$ cat src/rtl/lc3_arb_pkg.sv
// rtl/lc3_arb_pkg.sv - shared types for the LC-3 two-port memory arbiter.
package lc3_arb_pkg;

    localparam int ARB_PORTS = 2;
    localparam int ARB_AW    = 16;
    localparam int ARB_DW    = 16;

    typedef enum logic [1:0] {
        ARB_IDLE,
        ARB_OWN0,
        ARB_OWN1
    } arb_state_t;

    typedef struct packed {
        logic              we;
        logic [ARB_AW-1:0] addr;
        logic [ARB_DW-1:0] wdata;
    } arb_req_t;

endpackage

$ cat src/rtl/lc3_arb_pick.sv
// rtl/lc3_arb_pick.sv - combinational winner selection for the memory arbiter.
// At most one bit of gnt is ever set; locks are tied low unless LC3_ARB_LOCK_EN.
module lc3_arb_pick
    import lc3_arb_pkg::*;
#(
    parameter int BURST_MAX = 4
) (
    input  logic [ARB_PORTS-1:0] reqs,
    input  logic [ARB_PORTS-1:0] locks,
    input  arb_state_t           state,
    input  logic [7:0]           burst_cnt,
    input  logic                 last_owner,
    output logic [ARB_PORTS-1:0] gnt,
    output arb_state_t           next_state
);

    logic owner;
    logic other;
    logic keep;

    always_comb begin
        gnt        = '0;
        owner      = (state == ARB_OWN1);
        other      = ~owner;
        keep       = 1'b0;
        next_state = ARB_IDLE;
        case (state)
            ARB_OWN0, ARB_OWN1: begin
                // A locked owner keeps the memory regardless of the burst budget.
                keep = reqs[owner] &&
                       (!reqs[other] || locks[owner] || (burst_cnt < 8'(BURST_MAX)));
                if (keep)
                    gnt[owner] = 1'b1;
                else if (reqs[other])
                    gnt[other] = 1'b1;
            end
            default: begin
                if (&reqs)
                    gnt[~last_owner] = 1'b1;
                else
                    gnt = reqs;
            end
        endcase
        if (gnt[0])
            next_state = ARB_OWN0;
        else if (gnt[1])
            next_state = ARB_OWN1;
    end

endmodule

$ cat src/rtl/lc3_mem_arbiter.sv
// rtl/lc3_mem_arbiter.sv - burst-limited round-robin arbiter for a shared single-port memory.
// Define LC3_ARB_LOCK_EN to add lock0/lock1 for atomic owner bursts.
module lc3_mem_arbiter
    import lc3_arb_pkg::*;
#(
    parameter int AW        = 16,
    parameter int DW        = 16,
    parameter int BURST_MAX = 4
) (
    input  logic          clk,
    input  logic          reset,
    input  logic          req0,
    input  logic          req1,
    input  logic          we0,
    input  logic          we1,
    input  logic [AW-1:0] addr0,
    input  logic [AW-1:0] addr1,
    input  logic [DW-1:0] wdata0,
    input  logic [DW-1:0] wdata1,
`ifdef LC3_ARB_LOCK_EN
    input  logic          lock0,
    input  logic          lock1,
`endif
    output logic          gnt0,
    output logic          gnt1,
    output logic          rvalid0,
    output logic          rvalid1,
    output logic [DW-1:0] rdata0,
    output logic [DW-1:0] rdata1,
    output logic          mem_en,
    output logic          mem_we,
    output logic [AW-1:0] mem_addr,
    output logic [DW-1:0] mem_wdata,
    input  logic [DW-1:0] mem_rdata
);

    arb_state_t           arb_state;
    arb_state_t           next_state;
    logic [7:0]           burst_cnt;
    logic                 last_owner;
    logic                 rd_pend;
    logic                 rd_tag;
    logic [ARB_PORTS-1:0] gnt;
    logic [ARB_PORTS-1:0] locks;
    logic                 same_owner;

`ifdef LC3_ARB_LOCK_EN
    assign locks = {lock1, lock0};
`else
    assign locks = '0;
`endif

    lc3_arb_pick #(.BURST_MAX(BURST_MAX)) u_pick (
        .reqs       ({req1, req0}),
        .locks      (locks),
        .state      (arb_state),
        .burst_cnt  (burst_cnt),
        .last_owner (last_owner),
        .gnt        (gnt),
        .next_state (next_state)
    );

    assign gnt0   = gnt[0];
    assign gnt1   = gnt[1];
    assign mem_en = |gnt;

    always_comb begin
        mem_we    = 1'b0;
        mem_addr  = '0;
        mem_wdata = '0;
        if (gnt[0]) begin
            mem_we    = we0;
            mem_addr  = addr0;
            mem_wdata = wdata0;
        end else if (gnt[1]) begin
            mem_we    = we1;
            mem_addr  = addr1;
            mem_wdata = wdata1;
        end
    end

    // A grant that continues the current ownership extends the burst; any other grant starts one.
    assign same_owner = (gnt[0] && (arb_state == ARB_OWN0)) ||
                        (gnt[1] && (arb_state == ARB_OWN1));

    always_ff @(posedge clk or posedge reset) begin
        if (reset) begin
            arb_state  <= ARB_IDLE;
            burst_cnt  <= '0;
            last_owner <= 1'b1;
            rd_pend    <= 1'b0;
            rd_tag     <= 1'b0;
        end else begin
            arb_state <= next_state;
            if (!mem_en)
                burst_cnt <= '0;
            else if (!same_owner)
                burst_cnt <= 8'd1;
            else if (burst_cnt < 8'(BURST_MAX))
                burst_cnt <= burst_cnt + 8'd1;
            if (mem_en) begin
                last_owner <= gnt[1];
                rd_tag     <= gnt[1];
            end
            rd_pend <= mem_en & ~mem_we;
        end
    end

    assign rvalid0 = rd_pend & ~rd_tag;
    assign rvalid1 = rd_pend & rd_tag;
    assign rdata0  = mem_rdata;
    assign rdata1  = mem_rdata;

endmodule

$ cat config.mk
export PLATFORM = sky130hd
export DESIGN_NAME = lc3_mem_arbiter
export DESIGN_NICKNAME = d
export VERILOG_FILES = /design/src/rtl/lc3_arb_pkg.sv /design/src/rtl/lc3_arb_pick.sv /design/src/rtl/lc3_mem_arbiter.sv
export SDC_FILE = /design/constraint.sdc
export NUM_CORES = 1
export LEC_CHECK = 0
export ABC_CLOCK_PERIOD_IN_PS = 2400
export CORE_MARGIN = 4
export CORE_UTILIZATION = 29
export CTS_BUF_LIST = sky130_fd_sc_hd__clkbuf_4 sky130_fd_sc_hd__clkbuf_8
export DETAILED_ROUTE_END_ITERATION = 10
export PLACE_DENSITY = 0.83
export SETUP_SLACK_MARGIN = 0.02
export SKIP_CTS_REPAIR_TIMING = 1
export SYNTH_ARGS = -nofsm -noshare
export SYNTH_HDL_FRONTEND = slang
export SYNTH_SLANG_ARGS = --single-unit
$ cat constraint.sdc
create_clock -name clk -period 2.4 [get_ports clk]
set_input_delay 0.24 -clock clk [delete_from_list [all_inputs] [get_ports clk]]
set_output_delay 0.24 -clock clk [all_outputs]
set_load 0.005 [all_outputs]
Yosys cells after proc, flatten, opt, wreduce, memory -nomap -nowiden
Index checks and enable logic that the tools add are counted.

Bits in registers: 13. Logic and storage cells: 62.

Add/subtract/negate cells: 1. Order comparisons: 7. Equal/unequal tests: 3. Multiplexer cells: 26. Bitwise operators: 7. Reductions and logical operators: 13.

Operator list (number): $mux 16 (4); $mux 8 (3); $mux 2 (6); $mux 1 (10); $add 8x1->8 const B (1); $lt 8x3->1 const B (1); $logic_and 1x1->1 (6); $lt 1x2->1 const B (3); $not 1->1 (4); $reduce_or 2->1 (2); $and 1x1->1 (3); $demux 1 s1 (3); $ge 1x1->1 const B (3); $logic_or 1x1->1 (3); $ne 3x2->1 const B (1); $eq 2x1->1 const B (1); $eq 2x2->1 const B (1); $reduce_and 2->1 (1); $logic_not 1->1 (1).

Longest topological paths before layout
Gate-level depths: netlist of run 1.

Depth after elaboration: 14. Mapped depth: 8.

Modules after synthesis
Synthesis of run 1 repeated with hierarchy kept, for this count alone.

Cells, all modules: 139. Area total of the unflattened synthesis: 1265.0 sq um.

Modules (own cells, without submodules): lc3_mem_arbiter (instances 1, cells an instance 118, area each 1114.8 sq um); lc3_arb_pick (instances 1, cells an instance 21, area each 150.1 sq um).

Least setup slack after synthesis of run 1
OpenSTA, ideal clock, no wires.

Path type: flip-flop to output port. Start point: reg arb_state[0]. End point: out mem_addr[10]. Arrival time: 1.772 ns. Required time: 2.160 ns. Setup slack: 0.388 ns. Stages on the path, launching flop included: 8. Buffers on the path: 1. Path through: dfrtp_1 -> inv_1 -> ha_1 -> nor4b_1 -> mux2i_1 -> a31oi_2 -> clkbuf_1 -> o22ai_1.

Longest elaborated chain between the ends: 11.

RTL lines: from (decl) (RTL line lc3_mem_arbiter.sv:37) `arb_state_t arb_state;`; from (signal assigned) (RTL line lc3_mem_arbiter.sv:94) `arb_state <= next_state;`; $eq 2x2->1; $not 1->1 or $mux 1 (tied branches) (RTL line lc3_arb_pick.sv:24, lc3_arb_pick.sv:31, lc3_arb_pick.sv:34); $lt 1x2->1 (not written as such), or another cell as far along (RTL line lc3_arb_pick.sv:35) `gnt[other] = 1'b1;`; $logic_and 1x1->1 (not written as such) or $logic_not 1->1 (tied branches) (RTL line lc3_arb_pick.sv:35, lc3_arb_pick.sv:31); $mux 1 (not written as such) or $logic_or 1x1->1 (tied branches) (RTL line lc3_arb_pick.sv:35, lc3_arb_pick.sv:31); $demux 1 s1 or $logic_or 1x1->1 (tied branches); $mux 2 or $logic_and 1x1->1 (tied branches) (RTL line lc3_arb_pick.sv:34, lc3_arb_pick.sv:30); $mux 2 (RTL line lc3_arb_pick.sv:32) `if (keep)`; $mux 2 * (RTL line lc3_arb_pick.sv:27) `case (state)`; $mux 16 (RTL line lc3_mem_arbiter.sv:75) `end else if (gnt[1]) begin`; $mux 16 * (RTL line lc3_mem_arbiter.sv:71) `if (gnt[0]) begin`; to (decl) (RTL line lc3_mem_arbiter.sv:32) `output logic [AW-1:0] mem_addr,`.

Mark *: on every way between the ends. The rest lies on a longest branch, timed or not. The select of a mux whose other input is x is not followed.

Worst setup path after layout of run 1
Start point: reg arb_state[0]. End point: out mem_addr[0].

Same word-level chain as after synthesis.

==> summary.txt, run 1 <==
Yosys
  • Synth Area in Adders: 2.59%
  • Compound-Gate Fraction of Synth Area: 24.7%
  • Post-synth EDFFs: 0
  • Most numerous cell in the Yosys netlist: nand2_1
  • Post-synth top area share: 20.7%
  • Post-synth cell types: 32
  • Post-Synth XOR/XNOR Area: 0%
  • Largest area contributor in the netlist: dfrtp_1
  • Syn_area_per_cell: 6.78 sq um
  • Syn Inst Count: 214
  • Synth top area cells: dfrtp_1 (21%), nand2_1 (18%), buf_4 (17%)
  • Post-Synth Simple-Gate Area: 25.7%
  • Most used DFF post-synth: dfrtp_1
  • Commonest cells post-synth: nand2_1 (70), o22ai_1 (35), buf_4 (32)
  • Post-synthesis mux area share: 1.38%
  • Seq/Total Area, Yosys: 22.5%
  • Register bit total from synthesis: 13
  • Synth Cell Area: 1450 sq um
  • Async S/R FF share, synth: 100%
  • YS warnings: 0
  • Synthesized Nets: 303
  • Main combinational cell family by area after synthesis: simple AND/OR/NAND/NOR gates

Pwr
  • Leak: 1.41 nW
  • Clk pwr share: 18.2%
  • Sequential power share: 22.8%
  • Switching share of power: 32.7%
  • Power Total: 1.14 mW
  • Design internal power: 0.766 mW
  • Net switching power: 0.372 mW
  • Comb pwr share: 59.0%
  • Max IR drop VDD: 0.000199 V
  • Pwr/cell area: 429 nW/um^2

Timing
  • Final setup fails: 0
  • Least-Margin Pin Slew: 0.491 ns
  • Setup WS post-layout: 0.0416 ns
  • Hold Slack: 0.327 ns
  • Final hold vios: 0
  • Post-route setup TNS: 0 ns
  • Crit path time final: 2.36 ns
  • Final slew viol count: 0
  • Slew HR: 67.2%
  • Fmax: 424 MHz
  • Part of the cycle the worst path needs: 98.3%
  • Worst Skew: 0.00150 ns

Critical path
  • R2r setup slk: 0.23 ns
  • Crit-path slowest cell: dfrtp_1
  • Critical Path Start: arb_state[0]
  • Setup crit end kind: output pin
  • WP data arrival: 2.12 ns
  • Worst r2r src: burst_cnt[2]
  • Worst Setup Start Kind: flop
  • Critical Path, Cell by Cell: inv_2 -> ha_4 -> nor4b_4 -> mux2i_4 -> a31oi_4 -> buf_12 -> buf_8 -> o22ai_2 -> dlymetal6s2s_1
  • Max incr delay on CP: 0.39 ns
  • Worst path top cell family by delay: buffers and inverters
  • Path depth of the worst reg2reg path: 5
  • Crit path buf inv count: 4
  • Max FO, Critical Path: 14
  • Req. time, crit path: 2.16 ns
  • Critical R2R Capture: burst_cnt[0]
  • Crit path kind: reg2out

Routing
  • DR pass1 iterations: 5
  • Via count: 1,767
  • Routed WL: 5440 microns
  • Residual DRC: 0
  • DR WL met3: 500 microns
  • DRT antenna net count: 0
  • Post-Route M1 WL: 1920 microns
  • Wire per inst: 15.1 microns
  • Top sig layer: met4
  • Starting DRT DRC Count: 76
  • DR WL met2: 2940 microns
  • Drt via density: 4.92

CTS
  • CTS tree: done
  • TritonCTS buffer count: 3
  • # clock sinks: 13
  • Later-pin clock latency in the skew report: 0.24 ns
  • Clk root buf: clkbuf_8
  • CTS max path bufs: 2
  • Clock-pin slew on the worst setup and hold paths: 0.06 ns
  • Htree depth: 1

Placement
  • Buffers on Ports: 107
  • Pre-CTS setup slack: -0.0716 ns
  • DP HPWL: 4170 microns
  • Gp weighted congestion: 0.784
  • Post-placement cell area: 2430 sq um

Floorplanning
  • Core box area: 4790 sq um
  • Initial core utilization: 30.3%
  • FP Rows: 25
  • Die Y-Extent: 78.7 microns
  • Chip width: 78.7 microns
  • Ports: 156
  • Die area: 6200 sq um

Global routing
  • Vias in the first global route: 1,718
  • Antenna violations before repair: 0
  • First-pass GRT wire length: 7960 microns
  • Overflow after GRT: 0
  • Largest net degree at the start of global routing: 26
  • GRT Util Overall: 15.9%

Cells and area
  • Share of cells above drive strength 1: 14.7%
  • Area growth syn-to-layout: 83.0%
  • Diodes inserted: 0
  • Design area: 2650 sq um
  • Final nets: 382
  • # fillers: 443

Worst hold path
  • Hold Path Class: in2async

Flow run
  • Max Cap Violations: 0

Status
  • Status: complete, no violations
-- power by group through the flow --
| stage | combinational [mW] | clock (mW) | sequential [mW] |
|---|---|---|---|
| after floorplan | 0.300 | 0 | 0.257 |
| after CTS | 0.647 | 0.208 | 0.258 |
| after global placement | 0.632 | 0 | 0.260 |
| final | 0.671 | 0.207 | 0.260 |
| after global routing | 0.726 | 0.218 | 0.262 |
| after detailed placement | 0.644 | 0 | 0.261 |
-- worst reg2reg max path: cells and delay by family (launching register included) --
kind / cells / cell delay [ns]
AO/OA/AOI/OAI: 2 / 0.41
AND/OR/NAND/NOR: 2 / 1.08
buffers and inverters: 1 / 0.17
flip-flops: 1 / 0.41
-- flip-flops by register name, indices dropped and copies added, names as in the netlist --
register / count
arb_state: 2
rd_pend: 1
burst_cnt: 8
last_owner: 1
rd_tag: 1
-- layer usage --
layer	global-route usage, %	up-vias
li1	-	860
met1	16.3	812
met2	29.4	89
met3	6.12	6
met4	5.59	0
met5	0	-
-- cell families (layout without fill, tap and decap cells) --
family / count (synthesis) / count (layout)
buffers and inverters: 54 / 132
AOI/OAI and AO/OA: 54 / 54
and+or+nand+nor: 88 / 88
adders and majority gates: 3 / 3
muxes: 2 / 2
DFF: 13 / 13
-- cells in the final DEF, fill, tap and decap left out, types with 2 or more instances in the layout --
| cell | instances |
|---|---|
| clkdlybuf4s50_1 | 72 |
| nand2_1 | 70 |
| o22ai_1 | 33 |
| dlymetal6s2s_1 | 29 |
| dfrtp_1 | 12 |
| buf_4 | 7 |
| inv_1 | 6 |
| a21boi_0 | 6 |
| clkbuf_2 | 5 |
| buf_12 | 4 |
| nor2_1 | 3 |
| a21oi_1 | 3 |
| clkbuf_8 | 3 |
| or2_2 | 2 |
| nand2b_1 | 2 |
| nor2b_1 | 2 |
| o22ai_2 | 2 |
| ha_1 | 2 |
| buf_6 | 2 |
-- cell type report --
type                            count  area (sq um)  share of cell area (%)
Timing Repair Buffer              121          1280                    48.4
Inverter                            7          26.3                   0.990
Sequential cell                    13           327                    12.3
Clock buffer                        4          48.8                    1.84
Multi-Input combinational cell    147           885                    33.3
Tap cell                           67          83.8                    3.16
-- worst max path at each step --
stage / to / slack (ns) / cells after the start
CTS: mem_addr[0] / -0.35 / 6
global placement: mem_addr[0] / -0.07 / 6
detailed placement: mem_addr[0] / -0.07 / 6
global route: mem_addr[8] / -0.05 / 9
floorplan: mem_addr[10] / 0.39 / 7
finish: mem_addr[0] / 0.04 / 9
-- metrics by stage --
step	utilization, %	instances
final	55.5	359
after global routing	55.5	359
after CTS	51.9	355
after detailed placement	50.8	351
after global placement	50.8	351
after floorplan	-	214
No activity file was read; power rests on OpenSTA's default activity.
==> inputs of run 2 (changes only) <==
--- a/config.mk
+++ b/config.mk
@@ -11,7 +11,7 @@
 export CTS_BUF_LIST = sky130_fd_sc_hd__clkbuf_4 sky130_fd_sc_hd__clkbuf_8
 export DETAILED_ROUTE_END_ITERATION = 10
 export PLACE_DENSITY = 0.83
-export SETUP_SLACK_MARGIN = 0.02
+export SETUP_SLACK_MARGIN = 0.4
 export SKIP_CTS_REPAIR_TIMING = 1
 export SYNTH_ARGS = -nofsm -noshare
 export SYNTH_HDL_FRONTEND = slang
==> run 2 against run 1 <==
The flow now finishes with violations (setup timing). Clock skew up 0.0049 ns. Register-to-register slack gained 0.16 ns. Sequential share of layout area unchanged. Cell area unchanged. Maximum frequency fell by 1.9%. Routed wire length up 7.5%. Combinational power increased by 12%. Via count grew 2.4%. Largest power group unchanged.
==> summary.txt, run 2 (synthesis results as in run 1) <==
Critical path
  • Critical Path, Cell by Cell: ha_4 -> nor4b_4 -> mux2i_4 -> a31oi_4 -> buf_6 -> clkbuf_16 -> o22ai_1 -> clkbuf_2
  • Max incr delay on CP: 0.41 ns
  • Worst r2r src: arb_state[1]
  • Worst path top cell family by delay: buffers and inverters
  • Setup crit end kind: output pin
  • Crit path buf inv count: 3
  • WP data arrival: 2.16 ns
  • Crit-path slowest cell: dfrtp_1
  • Req. time, crit path: 2.16 ns
  • R2r setup slk: 0.39 ns
  • Max FO, Critical Path: 5
  • Critical R2R Capture: rd_pend
  • Path depth of the worst reg2reg path: 8
  • Crit path kind: reg2out
  • Worst Setup Start Kind: flop

Floorplanning
  • Chip width: 78.7 microns
  • Initial core utilization: 30.3%
  • Die area: 6200 sq um
  • Ports: 156
  • Die Y-Extent: 78.7 microns
  • Core box area: 4790 sq um
  • FP Rows: 25

Cells and area
  • Share of cells above drive strength 1: 30.0%
  • Final nets: 390
  • Commonest non-fill, non-tap cells in the layout: clkdlybuf4s50_1 (72), nand2_1 (70), clkbuf_2 (26)
  • Most common cell after layout, fill and taps aside: clkdlybuf4s50_1
  • Diodes inserted: 0
  • # fillers: 443
  • Top Registers: burst_cnt: 8 flops, arb_state: 2 flops
  • Reg with most FFs: burst_cnt
  • Max reg flops: 8
  • Area growth syn-to-layout: 83.0%

Routing
  • Wire per inst: 15.9 microns
  • Drt via density: 4.93
  • DRT antenna net count: 0
  • Routed WL: 5840 microns
  • Via count: 1,810
  • Starting DRT DRC Count: 141
  • Residual DRC: 0
  • DR pass1 iterations: 4

Timing
  • Unrepaired setup endpoints after global routing: true
  • Final setup fails: 1
  • Worst Skew: 0.00638 ns
  • Slew HR: 65.9%
  • Crit path time final: 2.40 ns
  • Post-route setup TNS: -0.00470 ns
  • Part of the cycle the worst path needs: 100%
  • Final slew viol count: 0
  • Setup WS post-layout: -0.00470 ns
  • Final hold vios: 0
  • Least-Margin Pin Slew: 0.511 ns
  • Fmax: 416 MHz

Placement
  • Buffers on Ports: 107
  • Gp weighted congestion: 0.791
  • DP HPWL: 4010 microns
  • Pre-CTS setup slack: -0.0586 ns

Global routing
  • GRT Util Overall: 15.4%
  • Vias in the first global route: 1,704
  • First-pass GRT wire length: 7730 microns
  • Overflow after GRT: 0
  • Antenna violations before repair: 0
  • Largest net degree at the start of global routing: 42

CTS
  • Clk root buf: clkbuf_8
  • CTS max path bufs: 2
  • Later-pin clock latency in the skew report: 0.25 ns
  • Htree depth: 1
  • # clock sinks: 13
  • Clock-pin slew on the worst setup and hold paths: 0.06 ns
  • TritonCTS buffer count: 3
  • CTS tree: done

Pwr
  • Power Total: 1.22 mW
  • Pwr/cell area: 460 nW/um^2
  • Max IR drop VDD: 0.000169 V
  • Leak: 1.19 nW

Flow run
  • Max Cap Violations: 0

Status
  • Status: finished, violations left
  • Violated checks: setup timing

Worst hold path
  • Hold Path Class: in2async
## run 2: cell types whose count changed in the layout (fill, tap and decap cells not counted), moves of 3 or more
cell | previous run | this run
dlymetal6s2s_1 | 29 | 0
clkbuf_2 | 5 | 26
o22ai_1 | 33 | 24
o22ai_2 | 2 | 11
buf_2 | 1 | 9
clkbuf_16 | 0 | 4
buf_6 | 2 | 5
## run 2: area by class of cell
class	instances	area, sq um	share of cell area, %
clock buffers	4	48.8	1.84
inverters	7	26.3	0.990
multi-input cells	147	948	35.7
flip-flops and latches	13	327	12.3
well taps	67	83.8	3.16
repair buffers	129	1220	46.0
## run 2: through the flow
stage / hold slack [ns] / cell area (sq um) / util [%] / cells
floorplan: 0.116 / 1450 / - / 214
global placement: 0.463 / 2430 / 50.8 / 349
detailed placement: 0.469 / 2430 / 50.8 / 349
CTS: 0.356 / 2480 / 51.8 / 353
global route: 0.396 / 2650 / 55.5 / 367
finish: 0.327 / 2650 / 55.5 / 367
## run 2: per-layer routing
metal,vias up,global-route usage (%),share of wire [%]
li1,879,-,-
met1,838,16.9,36
met2,86,27.1,52
met3,7,6.12,10
met4,0,4.37,1.2
met5,-,0,0
## run 2: worst max-delay path by stage
stage | depth (start not counted) | startpoint | slack [ns] | endpoint
floorplan | 6 | burst_cnt[2] | 0.44 | mem_addr[10]
global placement | 6 | burst_cnt[2] | -0.05 | mem_addr[0]
detailed placement | 6 | burst_cnt[2] | -0.06 | mem_addr[0]
CTS | 6 | burst_cnt[2] | -0.38 | mem_addr[0]
global route | 8 | arb_state[1] | -0.08 | mem_wdata[7]
finish | 8 | arb_state[1] | -0.005 | mem_wdata[3]
## run 2: worst reg2reg max path, cell delays in order (launching register included)
cell	delay (ns)
dfrtp_1	0.41
ha_4	0.28
nor4b_4	0.33
mux2i_4	0.12
a31oi_4	0.29
buf_6	0.16
buf_6	0.12
buf_4	0.10
o32ai_1	0.08
## run 2: where the power goes
part           total (mW)  switching, mW  internal (mW)
clock network       0.209         0.0806          0.129
logic               0.753          0.319          0.434
registers           0.260         0.0158          0.244
total                1.22          0.416          0.806
